===== src/rtl/lpfull_inject_ctrl_pkg.sv =====
// Shared types, full-scale constants and pattern helpers for the lowpass-filter
// injection sequencer.
package lpfull_pkg;

    localparam int NSAMP = 8;
    localparam int NBITS = 12;

    typedef logic signed [NBITS-1:0] sample_t;
    typedef logic [NSAMP*NBITS-1:0]  lanes_t;

    typedef enum logic [1:0] {
        MODE_IMPULSE   = 2'd0,
        MODE_BURST_NEG = 2'd1,
        MODE_BURST_POS = 2'd2
    } mode_e;

    typedef enum logic [2:0] {
        IDLE  = 3'd0,
        PREZ  = 3'd1,
        INJ   = 3'd2,
        FLUSH = 3'd3,
        DONE  = 3'd4
    } state_e;

    localparam sample_t FS_POS = sample_t'(2**(NBITS-1) - 1);
    localparam sample_t FS_NEG = sample_t'(-(2**(NBITS-1)));

    // Code 3 is reserved and behaves as an impulse.
    function automatic mode_e decode_mode(input logic [1:0] raw);
        mode_e m;
        case (raw)
            2'd1:    m = MODE_BURST_NEG;
            2'd2:    m = MODE_BURST_POS;
            default: m = MODE_IMPULSE;
        endcase
        return m;
    endfunction

    // Counter width large enough for the longest of the three phases, plus headroom.
    function automatic int cnt_width(input int a, input int b, input int c);
        int m;
        m = a;
        if (b > m) m = b;
        if (c > m) m = c;
        return $clog2(m) + 1;
    endfunction

    // Even lanes alternate full-scale; phase flips the whole pattern each burst clock.
    function automatic lanes_t inject_pattern(input mode_e mode, input sample_t amp,
                                              input logic phase);
        lanes_t p;
        logic   neg;
        p   = '0;
        neg = 1'b0;
        if (mode == MODE_IMPULSE) begin
            p[NBITS-1:0] = amp;
        end else begin
            for (int k = 0; k < NSAMP; k += 2) begin
                neg = (((k / 2) % 2) == 0) ^ (mode == MODE_BURST_POS) ^ phase;
                p[NBITS*k +: NBITS] = neg ? FS_NEG : FS_POS;
            end
        end
        return p;
    endfunction

endpackage


===== src/rtl/lpfull_inject_ctrl_if.sv =====
// Sample, command and status bundle between the injection sequencer (slave)
// and its environment (master).
interface lpfull_inject_ctrl_if #(
    parameter int LENW = 5
);
    import lpfull_pkg::*;

    lanes_t          live_i;
    logic            start_i;
    logic            abort_i;
    logic [1:0]      mode_i;
    sample_t         amp_i;
    logic [LENW-1:0] burst_len_i;
    lanes_t          filt_in_o;
    lanes_t          filt_out_i;
    logic            busy_o;
    logic            done_o;
    sample_t         peak_o;
    sample_t         min_o;

    modport slave (
        input  live_i, start_i, abort_i, mode_i, amp_i, burst_len_i, filt_out_i,
        output filt_in_o, busy_o, done_o, peak_o, min_o
    );

    modport master (
        output live_i, start_i, abort_i, mode_i, amp_i, burst_len_i, filt_out_i,
        input  filt_in_o, busy_o, done_o, peak_o, min_o
    );

endinterface


===== src/rtl/lpfull_minmax_tree.sv =====
// Signed max/min reduction over all lanes of one clock of filter output,
// registered once; vld_o marks which registered results belong to the window.
module lpfull_minmax_tree
    import lpfull_pkg::*;
(
    input  logic    clk_i,
    input  logic    rst_i,
    input  logic    vld_i,
    input  lanes_t  data_i,
    output logic    vld_o,
    output sample_t max_o,
    output sample_t min_o
);

    sample_t max_d, max_q;
    sample_t min_d, min_q;
    sample_t lane;
    logic    vld_d, vld_q;

    always_comb begin
        vld_d = vld_i;
        lane  = sample_t'(data_i[NBITS-1:0]);
        max_d = lane;
        min_d = lane;
        for (int k = 1; k < NSAMP; k++) begin
            lane = sample_t'(data_i[NBITS*k +: NBITS]);
            if (lane > max_d) max_d = lane;
            if (lane < min_d) min_d = lane;
        end
    end

    always_ff @(posedge clk_i or negedge rst_i) begin
        if (!rst_i) begin
            vld_q <= 1'b0;
            max_q <= '0;
            min_q <= '0;
        end else begin
            vld_q <= vld_d;
            max_q <= max_d;
            min_q <= min_d;
        end
    end

    assign vld_o = vld_q;
    assign max_o = max_q;
    assign min_o = min_q;

endmodule


===== src/rtl/lpfull_inject_ctrl.sv =====
// Test-pattern sequencer in front of the lowpass filter: live pass-through, pre-flush,
// impulse/burst injection, post-flush. Define LPFULL_INJECT_CAPTURE_EN for peak/min capture.
module lpfull_inject_ctrl
    import lpfull_pkg::*;
#(
    parameter int PRE_ZERO = 4,
    parameter int LATENCY  = 16,
    parameter int LENW     = 5
) (
    input  logic                 clk_i,
    input  logic                 rst_i,
    lpfull_inject_ctrl_if.slave  bus
);

    localparam int CNT_W = cnt_width(PRE_ZERO, LATENCY, 2**LENW);
    localparam logic [CNT_W-1:0] PRE_LAST   = CNT_W'(PRE_ZERO - 1);
    localparam logic [CNT_W-1:0] FLUSH_LAST = CNT_W'(LATENCY - 1);
    localparam logic [CNT_W-1:0] CNT_ONE    = CNT_W'(1);

    state_e           state_d, state_q;
    logic [CNT_W-1:0] cnt_d, cnt_q;
    mode_e            mode_d, mode_q;
    sample_t          amp_d, amp_q;
    logic [LENW-1:0]  len_d, len_q;
    logic             phase_d, phase_q;
    lanes_t           filt_in_d, filt_in_q;
    logic             arm;
    logic             running;

    assign running = (state_q == PREZ) || (state_q == INJ) || (state_q == FLUSH);

    always_comb begin
        // NOTE: every signal written here gets a default first, so no path infers a latch.
        state_d   = state_q;
        cnt_d     = cnt_q;
        mode_d    = mode_q;
        amp_d     = amp_q;
        len_d     = len_q;
        phase_d   = phase_q;
        filt_in_d = '0;
        arm       = 1'b0;

        case (state_q)
            IDLE: begin
                filt_in_d = bus.live_i;
                if (bus.start_i) begin
                    arm     = 1'b1;
                    mode_d  = decode_mode(bus.mode_i);
                    amp_d   = bus.amp_i;
                    len_d   = (bus.burst_len_i == '0) ? LENW'(1) : bus.burst_len_i;
                    cnt_d   = '0;
                    phase_d = 1'b0;
                    state_d = PREZ;
                end
            end
            PREZ: begin
                if (cnt_q == PRE_LAST) begin
                    cnt_d   = '0;
                    state_d = INJ;
                end else begin
                    cnt_d = cnt_q + CNT_ONE;
                end
            end
            INJ: begin
                filt_in_d = inject_pattern(mode_q, amp_q, phase_q);
                phase_d   = ~phase_q;
                if ((mode_q == MODE_IMPULSE) || ((cnt_q + CNT_ONE) == CNT_W'(len_q))) begin
                    cnt_d   = '0;
                    state_d = FLUSH;
                end else begin
                    cnt_d = cnt_q + CNT_ONE;
                end
            end
            FLUSH: begin
                if (cnt_q == FLUSH_LAST) begin
                    cnt_d   = '0;
                    state_d = DONE;
                end else begin
                    cnt_d = cnt_q + CNT_ONE;
                end
            end
            DONE: begin
                filt_in_d = bus.live_i;
                state_d   = IDLE;
            end
            default: state_d = IDLE;
        endcase

        // Abort overrides whatever advance the running phase computed.
        if (bus.abort_i && running) begin
            state_d = IDLE;
            cnt_d   = '0;
        end
    end

    always_ff @(posedge clk_i or negedge rst_i) begin
        // NOTE: state registers use non-blocking assignments so every flop samples pre-edge values.
        if (!rst_i) begin
            state_q   <= IDLE;
            cnt_q     <= '0;
            mode_q    <= MODE_IMPULSE;
            amp_q     <= '0;
            len_q     <= '0;
            phase_q   <= 1'b0;
            filt_in_q <= '0;
        end else begin
            state_q   <= state_d;
            cnt_q     <= cnt_d;
            mode_q    <= mode_d;
            amp_q     <= amp_d;
            len_q     <= len_d;
            phase_q   <= phase_d;
            filt_in_q <= filt_in_d;
        end
    end

    assign bus.filt_in_o = filt_in_q;
    assign bus.busy_o    = running;
    assign bus.done_o    = (state_q == DONE);

`ifdef LPFULL_INJECT_CAPTURE_EN
    sample_t peak_d, peak_q;
    sample_t min_d, min_q;
    sample_t tree_max, tree_min;
    logic    tree_vld;
    logic    win;

    assign win = (state_q == INJ) || (state_q == FLUSH);

    lpfull_minmax_tree u_tree (
        .clk_i  (clk_i),
        .rst_i  (rst_i),
        .vld_i  (win),
        .data_i (bus.filt_out_i),
        .vld_o  (tree_vld),
        .max_o  (tree_max),
        .min_o  (tree_min)
    );

    // A fresh run re-seeds the extremes; otherwise fold in the registered tree result.
    always_comb begin
        peak_d = peak_q;
        min_d  = min_q;
        if (arm) begin
            peak_d = FS_NEG;
            min_d  = FS_POS;
        end else if (tree_vld) begin
            if (tree_max > peak_q) peak_d = tree_max;
            if (tree_min < min_q)  min_d  = tree_min;
        end
    end

    always_ff @(posedge clk_i or negedge rst_i) begin
        if (!rst_i) begin
            peak_q <= '0;
            min_q  <= '0;
        end else begin
            peak_q <= peak_d;
            min_q  <= min_d;
        end
    end

    assign bus.peak_o = peak_q;
    assign bus.min_o  = min_q;
`else
    assign bus.peak_o = '0;
    assign bus.min_o  = '0;
`endif

endmodule


===== src/flat_wrapper.sv =====
// flat-port wrapper written by rule: the top's interface ports become plain ports
module lpfull_inject_ctrl_flat import lpfull_pkg::*;
#(
    parameter int PRE_ZERO = 4,
    parameter int LATENCY  = 16,
    parameter int LENW     = 5
)
  (clk_i, rst_i, bus_live_i, bus_start_i, bus_abort_i, bus_mode_i, bus_amp_i, bus_burst_len_i, bus_filt_out_i, bus_filt_in_o, bus_busy_o, bus_done_o, bus_peak_o, bus_min_o);
  lpfull_inject_ctrl_if #(.LENW(LENW)) bus_i ();
  input  logic clk_i;
  input  logic rst_i;
  input wire logic [$bits(bus_i.live_i)-1:0] bus_live_i;
  input wire logic [$bits(bus_i.start_i)-1:0] bus_start_i;
  input wire logic [$bits(bus_i.abort_i)-1:0] bus_abort_i;
  input wire logic [$bits(bus_i.mode_i)-1:0] bus_mode_i;
  input wire logic [$bits(bus_i.amp_i)-1:0] bus_amp_i;
  input wire logic [$bits(bus_i.burst_len_i)-1:0] bus_burst_len_i;
  input wire logic [$bits(bus_i.filt_out_i)-1:0] bus_filt_out_i;
  output wire logic [$bits(bus_i.filt_in_o)-1:0] bus_filt_in_o;
  output wire logic [$bits(bus_i.busy_o)-1:0] bus_busy_o;
  output wire logic [$bits(bus_i.done_o)-1:0] bus_done_o;
  output wire logic [$bits(bus_i.peak_o)-1:0] bus_peak_o;
  output wire logic [$bits(bus_i.min_o)-1:0] bus_min_o;
  assign bus_i.live_i = bus_live_i;
  assign bus_i.start_i = bus_start_i;
  assign bus_i.abort_i = bus_abort_i;
  assign bus_i.mode_i = bus_mode_i;
  assign bus_i.amp_i = bus_amp_i;
  assign bus_i.burst_len_i = bus_burst_len_i;
  assign bus_i.filt_out_i = bus_filt_out_i;
  assign bus_filt_in_o = bus_i.filt_in_o;
  assign bus_busy_o = bus_i.busy_o;
  assign bus_done_o = bus_i.done_o;
  assign bus_peak_o = bus_i.peak_o;
  assign bus_min_o = bus_i.min_o;
  lpfull_inject_ctrl #(.PRE_ZERO(PRE_ZERO), .LATENCY(LATENCY), .LENW(LENW)) u_core (.clk_i(clk_i), .rst_i(rst_i), .bus(bus_i));
endmodule

===== config.mk =====
export PLATFORM = sky130hd
export DESIGN_NAME = lpfull_inject_ctrl_flat
export DESIGN_NICKNAME = d
export VERILOG_FILES = /design/src/rtl/lpfull_inject_ctrl_pkg.sv /design/src/rtl/lpfull_inject_ctrl_if.sv /design/src/rtl/lpfull_minmax_tree.sv /design/src/rtl/lpfull_inject_ctrl.sv /design/src/flat_wrapper.sv
export SDC_FILE = /design/constraint.sdc
export NUM_CORES = 1
export LEC_CHECK = 0
export ABC_AREA = 1
export CAP_MARGIN = 30
export CORE_AREA = 2 2 132 134
export DETAILED_ROUTE_END_ITERATION = 8
export DIE_AREA = 0 0 134 136
export PLACE_DENSITY = 0.7
export SETUP_SLACK_MARGIN = 0.15
export SYNTH_ARGS = -nofsm -noshare
export SYNTH_HDL_FRONTEND = slang
export SYNTH_SLANG_ARGS = --single-unit

===== constraint.sdc =====
create_clock -name clk_i -period 2.1 [get_ports clk_i]
set_clock_uncertainty 0.2 [all_clocks]
set_input_delay 0.21 -clock clk_i [delete_from_list [all_inputs] [get_ports clk_i]]
set_output_delay 0.21 -clock clk_i [all_outputs]
set_load 0.02 [all_outputs]

# == Word level (Yosys, flattened, before mapping) ==
# Index checks and enable logic that the tools add are counted.
# totals
out_inout_bits,122
ff_bits,125
in_bits,215
elab_cells,63
# op_classes
bitwise_logic,4
n_mux,22
n_reduce_logical,14
add_sub_neg,1
eq_ne,15
# op_table
cell,n
96-bit case mux with 2 select lines,1
12-bit 2-to-1 mux,5
6-bit 2-to-1 mux,5
6-bit case mux with 4 select lines,1
3-bit 2-to-1 mux,5
3-bit case mux with 4 select lines,1
3-bit != test (second input constant),3
6-bit by 1-bit adder with 6-bit output (second input constant),1
3-bit by 2-bit == test with 1-bit output (second input constant),2
6-bit by 2-bit == test with 1-bit output (second input constant),1
6-bit by 4-bit == test with 1-bit output (second input constant),1
6-bit by 5-bit == test with 1-bit output,1
2-bit AND reduction,3
5-bit logical NOT,1
5-bit 2-to-1 mux,1
5-bit nonzero test,1
2-bit == test (second input constant),2
2-bit case mux with 2 select lines,1
4-bit AND reduction,1
3-bit by 1-bit == test with 1-bit output (second input constant),1
3-bit == test (second input constant),1
3-bit logical NOT,1
1-bit logical OR,3
3-bit by 2-bit != test with 1-bit output (second input constant),1
other kinds (10),12

# == Logic depth before layout (Yosys ltp) ==
# logic_depth
ltp_word,6
ltp_mapped,15
depth_no_buf,15

# == Worst setup path before layout ==
# OpenSTA, ideal clock, no wires.
# synth_timing
kind,reg-to-reg
startpoint,register u_core.cnt_q[0]
endpoint,register u_core.state_q[0]
arrival_ns,1.537
period_less_slack_ns,1.853
setup_slack_ns,0.247
path_stages_with_launch,13
setup_ns,0.117
required_time_ns,1.783
path_buffers,0
cell_sequence,dfrtp_1 -> ha_1 -> xor2_1 -> nor2_1 -> nand2_1 -> nor2_2 -> nand2_2 -> nand2_4 -> nand2_2 -> nand2_2 -> nand2_2 -> nand2_1 -> nand2_1
# synth_via
elab_chain_len,5
elab_cells_between_ends,9
classes_between,add/sub (1); eq/ne (6); reduce/logical (2)
# synth_lines
element,line_no,rtl
from (decl),lpfull_inject_ctrl.sv:21,"logic [CNT_W-1:0] cnt_d, cnt_q;"
from (signal assigned),lpfull_inject_ctrl.sv:108,cnt_q <= cnt_d;
6-bit by 1-bit adder with 6-bit output,lpfull_inject_ctrl.sv:67,if ((mode_q == MODE_IMPULSE) || ((cnt_q + CNT_ONE) == CNT_W'(len_q))) begin
6-bit by 5-bit == test with 1-bit output,lpfull_inject_ctrl.sv:67,
1-bit logical OR,lpfull_inject_ctrl.sv:67,
3-bit != test (no line),-,
4-bit AND reduction (no line) *,-,
to (signal assigned),lpfull_inject_ctrl.sv:107,state_q <= state_d;
to (decl),lpfull_inject_ctrl.sv:20,"state_e state_d, state_q;"
# Mark *: on every way between the ends. The rest lies on a longest branch, timed or not.
# A chain may end at the register's enable or synchronous reset.

# == Worst setup path after layout ==
# layout_timing
startpoint,register u_core.state_q[1]
endpoint,output bus_busy_o
# layout_via
elab_chain_len,3
elab_cells_between_ends,5
classes_between,eq/ne (3); reduce/logical (2)
# layout_lines
element,line_no,rtl
3-bit by 1-bit == test with 1-bit output / 3-bit by 2-bit == test with 1-bit output (equally long branches),lpfull_inject_ctrl.sv:30,assign running = (state_q == PREZ) || (state_q == INJ) || (state_q == FLUSH);
1-bit logical OR,lpfull_inject_ctrl.sv:30,
1-bit logical OR *,lpfull_inject_ctrl.sv:30,
to (decl),flat_wrapper.sv:20,output wire logic [$bits(bus_i.busy_o)-1:0] bus_busy_o;
# Marked as above.

==> impl_metrics.csv <==
group,metric,value,unit
placed_design,place_congestion,0.7979,
pwr,clkPwrFrac,0.251,
synthesis,synth_cell_types,28,
worst_setup_path,cp-start-kind,"flip-flop",
grt,grt_max_degree,126,
worst_setup_path,required,1690,ps
clock_tree,cts_root_buf,"clkbuf_16",
hold_path,min_from,"bus_live_i[69]",
timing,fin_crit_sh,0.8860,
pwr,power.total,11300,uW
final_layout,final_cell_area,0.007959,mm2
floorplanning,die_x,134,um
synthesis,yosysTopAreaCell,"dfrtp_1",
detailed_routing,drc,0,
worst_setup_path,reg2reg_to,"u_core.cnt_q[3]$_DFFE_PN0P_",
worst_setup_path,path_max_fanout,7,
detailed_routing,wl,13.17,mm
floorplanning,rows,48,
clock_tree,cts_tree,"yes",
pwr,irDropWorstVdd,0.6018,mV
clock_tree,clock_latency,410,ps
clock_tree,htreeDepth,4,
worst_setup_path,ff2ff_setup_slack,240,ps
grt,grt_overflow,0,
final_layout,regArea,0.003129,mm2
final_layout,diodes,0,
clock_tree,clkTransAtPathRegs,60,ps
hold_path,hold_end,"u_core.bus.filt_in_o[69]$_DFF_PN0_",
synthesis,ys.flop_type,"dfrtp_1",
status,outcome,"finished clean",
clock_tree,numCtsBuffers,17,
final_layout,fillers,1603,
timing,maxSlewHeadroom,0.4866,
synthesis,yosysWarnings,0,
grt,grt_pass1_vias,3954,
detailed_routing,via_per_inst,4.130,
floorplanning,dieArea,0.01822,mm2
pwr,p_int,7144,uW
synthesis,avgSynthCellArea,9.133,um2
floorplanning,die-height,136,um
synthesis,synth.top_cell.area_share,0.6285,
grt,grt_util_all_layers,0.1465,
hold_path,hold_depth,3,
timing,hold_viol,0,
worst_setup_path,end_kind,"output pin",
floorplanning,core_area,0.01688,mm2
timing,finalMaxSlewViolations,0,
grt,grt_first_pass_wirelength,20.45,mm
final_layout,drive_gt1_frac,0.08291,
detailed_routing,firstDrtPassIters,6,
worst_setup_path,arrival,1450,ps
pwr,p_sw_frac,0.3677,
detailed_routing,ant_nets,0,
pwr,power.density,1420,mW/mm2
timing,tns,0,ps
worst_setup_path,reg2reg_depth,10,
timing,timing.final.crit_period,1861,ps
placed_design,port_buffers,216,
synthesis,synth_edf_count,0,
timing,tightestPinTransition,764.2,ps
detailed_routing,first_iter_violations,121,
clock_tree,clockBufferDepth,2,
synthesis,yosysSeqAreaShare,0.6285,
pwr,power_frac_comb,0.423,
synthesis,ys_top_cells_by_area,"dfrtp_1, nand2_1, inv_1",
worst_setup_path,worstReg2RegStart,"u_core.cnt_q[1]$_DFFE_PN0P_",
final_layout,multi_input_area,0.001426,mm2
worst_setup_path,crit_type,"flip-flop to output pin",
clock_tree,clock_sinks,125,
pwr,p_leak,0.004044,uW
floorplanning,io_pins,337,
synthesis,synth_cells,545,
pwr,seq_power_share,0.326,
timing,fmax,537.5,MHz
grt,grt_antenna_before_repair,0,
hold_path,hold_path_class,"input pin to flip-flop",
flow_run,drv_cap,0,
final_layout,areaGrowthSynthToFinish,59.90,%
final_layout,num-nets-final,987,
pwr,p_sw,4155,uW
synthesis,syn_area,0.004977,mm2
placed_design,dp_hpwl,9.290,mm
timing,setup_viol,0,
placed_design,placed_area,0.007330,mm2
detailed_routing,via_count,4167,
detailed_routing,wl_per_cell,13.05,um
synthesis,ys_seq_elements,125,
timing,rsz0062_at_grt,"yes",
floorplanning,start_util,0.2949,
synthesis,async_flop_share,1.000,
-- how the worst max path moves through the flow --
| stage | from | endpoint | slack [ps] | cells past startpoint |
|---|---|---|---|---|
| after floorplan | u_core.cnt_q[0]$_DFFE_PN0P_ | u_core.state_q[0]$_DFFE_PN0P_ | 250 | 12 |
| after global placement | u_core.cnt_q[1]$_DFFE_PN0P_ | u_core.cnt_q[3]$_DFFE_PN0P_ | 130 | 10 |
| after detailed placement | u_core.cnt_q[1]$_DFFE_PN0P_ | u_core.cnt_q[3]$_DFFE_PN0P_ | 120 | 10 |
| after CTS | u_core.state_q[0]$_DFFE_PN0P_ | bus_done_o | 90 | 4 |
| after global routing | u_core.cnt_q[1]$_DFFE_PN0P_ | u_core.cnt_q[3]$_DFFE_PN0P_ | 140 | 10 |
| final | u_core.state_q[1]$_DFFE_PN0P_ | bus_busy_o | 240 | 3 |
-- metrics by stage --
stage | setup slack, ps | hold WS, ps | util | instances
final | 239.5 | 106.6 | 0.4716 | 1009
after CTS | 88.30 | 84.52 | 0.4696 | 1009
after detailed placement | 121.7 | 174.7 | 0.4343 | 975
after floorplan | 246.5 | -285.6 | - | 568
after global routing | 143.9 | 96.92 | 0.4716 | 1009
after global placement | 127.8 | 170.4 | 0.4343 | 975
-- sequential cells by signal, indices dropped and copies added, names as in the netlist --
register,cells
u_core.len_q,5
u_core.mode_q,2
u_core.cnt_q,6
u_core.bus.filt_in_o,96
u_core.phase_q,1
u_core.amp_q,12
u_core.state_q,3
-- worst max-delay path, stage by stage, from the launching register on --
cell           delay [ps]
dfrtp_1               430
nor2_4                210
nor2_1                 70
dlygate4sd2_1         330
-- cell type report --
type | instances | share of cell area
repair buffers | 228 | 0.2858
clock buffers | 18 | 0.05392
flip-flops and latches | 125 | 0.3932
multi-input cells | 326 | 0.1792
well taps | 225 | 0.03537
clock inverters | 14 | 0.01808
inverters | 73 | 0.03443
-- power groups by stage --
stage | Combinational (uW) | Clock [uW] | Sequential [uW]
after floorplan | 1570 | 0 | 4650
after global placement | 4770 | 0 | 3700
after detailed placement | 4810 | 0 | 3730
after CTS | 4850 | 2920 | 3690
after global routing | 5210 | 3050 | 3790
final | 4780 | 2840 | 3680
-- placed cells by master, fill, tap and decap left out, types with 2 or more instances in the layout --
| cell | count |
|---|---|
| buf_12 | 2 |
| buf_4 | 9 |
| bufinv_16 | 2 |
| clkbuf_16 | 17 |
| clkdlybuf4s50_1 | 213 |
| clkinv_2 | 5 |
| clkinv_4 | 3 |
| clkinvlp_4 | 2 |
| conb_1 | 24 |
| dfrtp_1 | 124 |
| inv_1 | 68 |
| inv_2 | 5 |
| inv_6 | 2 |
| nand2_1 | 163 |
| nand2_2 | 7 |
| nand3_1 | 43 |
| nand3_4 | 2 |
| nand4_1 | 3 |
| nor2_1 | 57 |
| nor2_2 | 2 |
| nor3_1 | 2 |
| o21ai_0 | 11 |
| o31ai_1 | 2 |
| xor2_1 | 2 |
-- kinds of logic (layout without fill, tap and decap cells) --
kind of cell,after synthesis,in the layout,share of synthesized area
compound gates,15,15,0.01684
simple gates,283,283,0.2358
xor+xnor,3,3,0.005280
buf+inv,117,333,0.1104
flops,125,125,0.6285
other cells,1,24,0.0007534
fa+ha+maj,1,1,0.002513
-- per-layer routing --
metal,share of wire,track usage,up-vias
met5,0,0,-
met1,0.41,0.1754,1906
li1,-,-,2049
met4,0.018,0.05969,0
met3,0.078,0.04661,17
met2,0.50,0.2450,195
-- cell usage after synthesis, types with 3 or more instances --
library cell and count:
inv_2 3, buf_4 24, buf_2 10, nand2_1 166, o21ai_0 11, nand4_1 3, nand2_2 4, clkbuf_1 8
inv_1 70, nor2_1 57, nand3_1 44, dfrtp_1 125
-- timing repair --
action / in CTS / in global routing
endpoints found under the hold margin: 125 / 0
buffers inserted: 1 / 0
resized for setup: 3 / 13
cloned: 0 / 0
endpoints found under the setup margin: 8 / 11
hold buffers: 1 / 0
pin swaps: 2 / 3
No activity file was read; power rests on OpenSTA's default activity.
